--- src/rtl/cache_pkg.sv ---
// Shared cache definitions: FSM states, block/word geometry and address-split widths
// used by both the data- and instruction-side caches.
package cache_pkg;

    localparam int unsigned WORD_W         = 32;
    localparam int unsigned BLOCK_W        = 128;
    localparam int unsigned WORDS_PER_LINE = 4;
    localparam int unsigned OFFSET_W       = 2;
    localparam int unsigned ADDR_W         = 30;
    localparam int unsigned BLK_ADDR_W     = ADDR_W - OFFSET_W;

    typedef enum logic [1:0] {
        COMPARE   = 2'd0,
        WRITEBACK = 2'd1,
        ALLOCATE  = 2'd2
    } cache_state_e;

    // Registered request presented to the block memory
    typedef struct packed {
        logic                  read;
        logic                  write;
        logic [BLK_ADDR_W-1:0] addr;
        logic [BLOCK_W-1:0]    wdata;
    } mem_req_t;

    function automatic int unsigned tag_width(input int unsigned index_w);
        return ADDR_W - OFFSET_W - index_w;
    endfunction

endpackage

--- src/rtl/cache_line_array.sv ---
// Direct-mapped line storage: valid/dirty/tag/data per set, async read of the
// indexed line, single synchronous write port, async clear of valid/dirty.
module cache_line_array
    import cache_pkg::*;
#(
    parameter int unsigned INDEX_W = 3,
    parameter int unsigned TAG_W   = tag_width(INDEX_W)
) (
    input  logic               clk,
    input  logic               rst_n,
    input  logic [INDEX_W-1:0] index,
    output logic               rd_valid_c,
    output logic               rd_dirty_c,
    output logic [TAG_W-1:0]   rd_tag_c,
    output logic [BLOCK_W-1:0] rd_data_c,
    input  logic               wr_en,
    input  logic               wr_valid,
    input  logic               wr_dirty,
    input  logic [TAG_W-1:0]   wr_tag,
    input  logic [BLOCK_W-1:0] wr_data
);

    localparam int unsigned NUM_SETS = 1 << INDEX_W;

    logic [NUM_SETS-1:0] valid_q, valid_d;
    logic [NUM_SETS-1:0] dirty_q, dirty_d;
    logic [TAG_W-1:0]    tag_q  [NUM_SETS];
    logic [TAG_W-1:0]    tag_d  [NUM_SETS];
    logic [BLOCK_W-1:0]  data_q [NUM_SETS];
    logic [BLOCK_W-1:0]  data_d [NUM_SETS];

    assign rd_valid_c = valid_q[index];
    assign rd_dirty_c = dirty_q[index];
    assign rd_tag_c   = tag_q[index];
    assign rd_data_c  = data_q[index];

    always_comb begin
        valid_d = valid_q;
        dirty_d = dirty_q;
        tag_d   = tag_q;
        data_d  = data_q;
        if (wr_en) begin
            valid_d[index] = wr_valid;
            dirty_d[index] = wr_dirty;
            tag_d[index]   = wr_tag;
            data_d[index]  = wr_data;
        end
    end

    always_ff @(posedge clk or negedge rst_n) begin
        if (!rst_n) begin
            valid_q <= '0;
            dirty_q <= '0;
        end else begin
            valid_q <= valid_d;
            dirty_q <= dirty_d;
        end
    end

    // Tag and data contents are meaningless until valid is set, so no reset
    always_ff @(posedge clk) begin
        tag_q  <= tag_d;
        data_q <= data_d;
    end

endmodule

--- src/rtl/dcache_wb_responder.sv ---
// Direct-mapped write-back, write-allocate data cache answering the MEM-stage
// request port; hits complete in the request cycle, misses stall through write-back/refill.
module dcache_wb_responder
    import cache_pkg::*;
#(
    parameter int unsigned INDEX_W = 3
) (
    input  logic                  clk,
    input  logic                  rst_n,
    input  logic                  proc_read,
    input  logic                  proc_write,
    input  logic [ADDR_W-1:0]     proc_addr,
    input  logic [WORD_W-1:0]     proc_wdata,
    output logic                  proc_stall,
    output logic [WORD_W-1:0]     proc_rdata,
    output logic                  mem_read,
    output logic                  mem_write,
    output logic [BLK_ADDR_W-1:0] mem_addr,
    output logic [BLOCK_W-1:0]    mem_wdata,
    input  logic [BLOCK_W-1:0]    mem_rdata,
    input  logic                  mem_ready
);

    localparam int unsigned TAG_W = tag_width(INDEX_W);

    logic [OFFSET_W-1:0] offset;
    logic [INDEX_W-1:0]  index;
    logic [TAG_W-1:0]    tag;
    logic                req;
    logic                hit;

    logic                rd_valid, rd_dirty;
    logic [TAG_W-1:0]    rd_tag;
    logic [BLOCK_W-1:0]  rd_data;
    logic                wr_en, wr_valid, wr_dirty;
    logic [TAG_W-1:0]    wr_tag;
    logic [BLOCK_W-1:0]  wr_data;

    logic [WORD_W-1:0]   hit_word;
    logic [BLOCK_W-1:0]  merged_line;

    cache_state_e        state_q, state_d;
    mem_req_t            mem_req_q, mem_req_d;

    assign offset = proc_addr[OFFSET_W-1:0];
    assign index  = proc_addr[INDEX_W+OFFSET_W-1:OFFSET_W];
    assign tag    = proc_addr[ADDR_W-1:INDEX_W+OFFSET_W];
    assign req    = proc_read | proc_write;
    assign hit    = rd_valid & (rd_tag == tag);

    assign mem_read  = mem_req_q.read;
    assign mem_write = mem_req_q.write;
    assign mem_addr  = mem_req_q.addr;
    assign mem_wdata = mem_req_q.wdata;

    cache_line_array #(
        .INDEX_W (INDEX_W),
        .TAG_W   (TAG_W)
    ) u_lines (
        .clk        (clk),
        .rst_n      (rst_n),
        .index      (index),
        .rd_valid_c (rd_valid),
        .rd_dirty_c (rd_dirty),
        .rd_tag_c   (rd_tag),
        .rd_data_c  (rd_data),
        .wr_en      (wr_en),
        .wr_valid   (wr_valid),
        .wr_dirty   (wr_dirty),
        .wr_tag     (wr_tag),
        .wr_data    (wr_data)
    );

    // Word select for loads and word merge for stores
    always_comb begin
        hit_word    = '0;
        merged_line = rd_data;
        for (int unsigned w = 0; w < WORDS_PER_LINE; w++) begin
            if (offset == OFFSET_W'(w)) begin
                hit_word                         = rd_data[w*WORD_W +: WORD_W];
                merged_line[w*WORD_W +: WORD_W]  = proc_wdata;
            end
        end
    end

    always_ff @(posedge clk or negedge rst_n) begin
        if (!rst_n) begin
            state_q   <= COMPARE;
            mem_req_q <= '0;
        end else begin
            state_q   <= state_d;
            mem_req_q <= mem_req_d;
        end
    end

    always_comb begin
        state_d    = state_q;
        mem_req_d  = mem_req_q;
        wr_en      = 1'b0;
        wr_valid   = rd_valid;
        wr_dirty   = rd_dirty;
        wr_tag     = rd_tag;
        wr_data    = rd_data;
        proc_stall = 1'b0;
        proc_rdata = '0;
        unique case (state_q)
            COMPARE: begin
                if (req && hit) begin
                    if (proc_write) begin
                        wr_en    = 1'b1;
                        wr_dirty = 1'b1;
                        wr_data  = merged_line;
                    end else begin
                        proc_rdata = hit_word;
                    end
                end else if (req) begin
                    proc_stall = 1'b1;
                    // Memory request goes out registered, one cycle after the miss is seen
                    if (rd_valid && rd_dirty) begin
                        state_d         = WRITEBACK;
                        mem_req_d.write = 1'b1;
                        mem_req_d.read  = 1'b0;
                        mem_req_d.addr  = {rd_tag, index};
                        mem_req_d.wdata = rd_data;
                    end else begin
                        state_d         = ALLOCATE;
                        mem_req_d.read  = 1'b1;
                        mem_req_d.write = 1'b0;
                        mem_req_d.addr  = proc_addr[ADDR_W-1:OFFSET_W];
                    end
                end
            end
            WRITEBACK: begin
                proc_stall = 1'b1;
                if (mem_ready) begin
                    wr_en           = 1'b1;
                    wr_dirty        = 1'b0;
                    state_d         = ALLOCATE;
                    mem_req_d.write = 1'b0;
                    mem_req_d.read  = 1'b1;
                    mem_req_d.addr  = proc_addr[ADDR_W-1:OFFSET_W];
                end
            end
            ALLOCATE: begin
                proc_stall = 1'b1;
                if (mem_ready) begin
                    wr_en          = 1'b1;
                    wr_valid       = 1'b1;
                    wr_dirty       = 1'b0;
                    wr_tag         = tag;
                    wr_data        = mem_rdata;
                    state_d        = COMPARE;
                    mem_req_d.read = 1'b0;
                end
            end
            default: begin
                state_d   = COMPARE;
                mem_req_d = '0;
            end
        endcase
    end

endmodule

--- config.mk ---
export PLATFORM = sky130hd
export DESIGN_NAME = dcache_wb_responder
export DESIGN_NICKNAME = d
export VERILOG_FILES = /design/src/rtl/cache_pkg.sv /design/src/rtl/cache_line_array.sv /design/src/rtl/dcache_wb_responder.sv
export SDC_FILE = /design/constraint.sdc
export NUM_CORES = 2
export LEC_CHECK = 0
export ABC_AREA = 1
export BUFFER_PORTS_ARGS = -buffer_cell sky130_fd_sc_hd__buf_2
export CORE_UTILIZATION = 55
export DETAILED_ROUTE_END_ITERATION = 10
export PLACE_DENSITY = 0.76
export SYNTH_ARGS = -nofsm -noshare
export SYNTH_HDL_FRONTEND = slang
export SYNTH_SLANG_ARGS = --single-unit
export TNS_END_PERCENT = 50
--- constraint.sdc ---
create_clock -name clk -period 4.8 [get_ports clk]
set_input_delay 0.72 -clock clk [delete_from_list [all_inputs] [get_ports clk]]
set_output_delay 0.72 -clock clk [all_outputs]
set_load 0.005 [all_outputs]
==> flow_summary.yaml <==
run_status:
  status: "finished, final reports clean"
cts:
  cts.root.buffer_cell: "clkbuf_16"
  cts_tree: "done"
  htreeDepth: 4
  cts_sinks: 1399
  cts.repair.resized: 0
  insertion_delay_ps: 780
  postCtsSetupRepairBufs: 0
  clock_path_buffers: 3
  clkSlewWorstSetupHoldPaths_ps: 60
  cts_buffers: 145
  postCtsHoldBufs: 0
logic_synthesis:
  synth_edf_count: 1224
  yosys.area_share.simple: 0.145
  synth_mux_area_frac: 0
  synth_warnings: 0
  synth_fa_ha_area_frac: 0.000847
  synthArstFlopShare: 0.125
  ys.flop_type: "edfxtp_1"
  synth_top_area_cell: "edfxtp_1"
  synth_nets: 5273
  netlist_top_cells_area: "edfxtp_1 62%, nand2_1 8.4%, dfrtp_1 7.4%"
  synth_xor_xnor_area_share: 0.000296
  synth_top_area_share: 0.622
  ys_types: 40
  synth_area_um2: 59100
  synth_seq_cells: 1399
  synth_seq_area_share: 0.696
  yosysMostFrequentCell: "nand2_1"
  synth_top_family_by_area: "simple AND/OR/NAND/NOR gates"
  yosys-top-cells-count: "1317 x nand2_1, 1224 x edfxtp_1, 392 x inv_1, 309 x nand3_1, 254 x o21ai_0"
  syn_inst: 5074
  synth_compound_area_frac: 0.108
  synth.avg_cell_area_um2: 11.6
timing:
  finalMaxSlewViolations: 0
  setup_viol: 0
  fin_setup_tns_ps: 0
  timing.final.hold_violations: 0
  tightest_slew_ps: 1320
  max_clock_freq_ghz: 0.211
  skew_ps: 34.7
  setup_slack_ps: 49.7
  fin_crit_ps: 4750
  rsz0062_at_grt: "false"
  slew_headroom: 0.112
  finalCritPeriodShare: 0.990
finish:
  final_net_count: 5669
  syn_to_final_growth_pct: 15.9
  final_area_um2: 68500
  utilization: 0.647
  final_layout_size_suffix_gt1_frac: 0.151
  fillerInstances: 7603
drt:
  wl_per_cell_um: 30.1
  dr.first_iter.drc_count: 9615
  routed_wl_um: 210000
  first_pass_iters: 8
  vias: 46700
  postRouteAntennaNets: 0
  drcViolationCount: 0
  via_per_inst: 6.69
worst_setup_path:
  critPathLaunchType: "primary input"
  reg2reg_depth: 14
  end_kind: "primary output"
  cp.arrival_ps: 4030
  cp.required_ps: 4080
  worst-path-max-fanout: 20
  path_class: "in2out"
place:
  place_ws_ps: 263
  io_buffer_count: 385
  gp_congestion: 0.962
  dp_hpwl_um: 134000
  place_area_um2: 63800
power:
  p_leak_nw: 26.7
  finalPower_mw: 34.5
  power_density_nw_per_um2: 504
  peakVddDrop_uv: 405
floorplan:
  core_region_area_um2: 106000
  dieArea_um2: 109000
  die_w_um: 330
  dieHeight_um: 330
  initial_core_util: 0.558
  num_rows: 119
  pin_count: 386
global_route:
  antenna_found_initial: 16
  grt_max_degree: 137
  first_global_vias: 42700
  grt_usage: 0.381
  globalRouteOverflowTotal: 0
  grt_pass1_wl_um: 296000
worst_hold_path:
  holdCritPathClass: "in2async"
run:
  drv_cap: 0
==> worst max-delay path, cell delays in order <==
cell and delay [ps]:
buf_2 160, inv_2 120, nand2_2 230, nor2_4 590, buf_12 230, buf_12 180, nand2_1 80, o2111a_1 150
nand4_1 360, o21ai_0 140, nor4_1 760, buf_2 240
==> path summary, 6_finish.rpt <==
path	to	slack, ps	from
worst max register to register	u_lines.data_q[87]	1100	u_lines.tag_q[77]
min in group clk	mem_addr[6]	320	proc_addr[8]
worst max-delay path	proc_rdata[18]	50	proc_addr[4]
worst min-delay path	mem_addr[27]	0.6	rst_n
worst min register to register	mem_addr[27]	480	mem_addr[27]
max in group asynchronous	mem_wdata[10]	3700	rst_n
==> layout make-up <==
class	count	area, um^2	area share
well taps	1391	1740	0.0254
inverters	400	1540	0.0225
diodes	4	10.0	0.000146
multi-input cells	2946	15200	0.222
clock inverters	72	648	0.00946
clock buffers	194	4000	0.0584
flip-flops and latches	1399	41100	0.601
repair buffers	578	4190	0.0612
==> cells in the final DEF (no fill, tap or decap), types with 130 or more instances in the layout <==
master / n
nand2_1: 1314
a22oi_1: 150
dfrtp_1: 175
buf_2: 382
a22o_1: 155
nor2_1: 144
nand3_1: 302
edfxtp_1: 1224
o21ai_0: 254
inv_1: 381
a221oi_1: 168
clkbuf_16: 150
buf_4: 130
nand4_1: 192
==> routing by layer <==
| layer | part of all wire | track usage | wire, um |
|---|---|---|---|
| met1 | 0.34 | 0.505 | 70700 |
| met2 | 0.41 | 0.526 | 86800 |
| met3 | 0.19 | 0.181 | 40600 |
| met4 | 0.057 | 0.182 | 12000 |
| met5 | 0.0020 | 0.0174 | 420 |
==> flip-flops by register name, indices dropped and copies added (netlist names) <==
name and count:
u_lines.dirty_q 8, mem_write 1, mem_wdata 128, u_lines.tag_q 200, u_lines.data_q 1024, mem_addr 28
state_q 2, u_lines.valid_q 8
==> logic make-up after synthesis <==
| group | count (synthesis) |
|---|---|
| DFF | 1399 |
| adders and majority gates | 4 |
| and+or+nand+nor | 2024 |
| buffers and inverters | 729 |
| xor gates and xnor gates | 2 |
| AOI/OAI and AO/OA | 916 |
==> report_power, final <==
group | switching [mW] | internal, mW | total (mW)
combinational | 5.61 | 1.73 | 7.35
sequential | 0.463 | 15.7 | 16.1
clock | 4.75 | 6.31 | 11.1
==> through the flow <==
| step | instances | hold slack, ps |
|---|---|---|
| floorplan | 5074 | 424 |
| global placement | 6714 | 457 |
| detailed placement | 6714 | 466 |
| CTS | 6980 | 15.1 |
| global route | 6981 | 60.0 |
| finish | 6984 | 0.645 |
(Power assumes the default switching activity.)
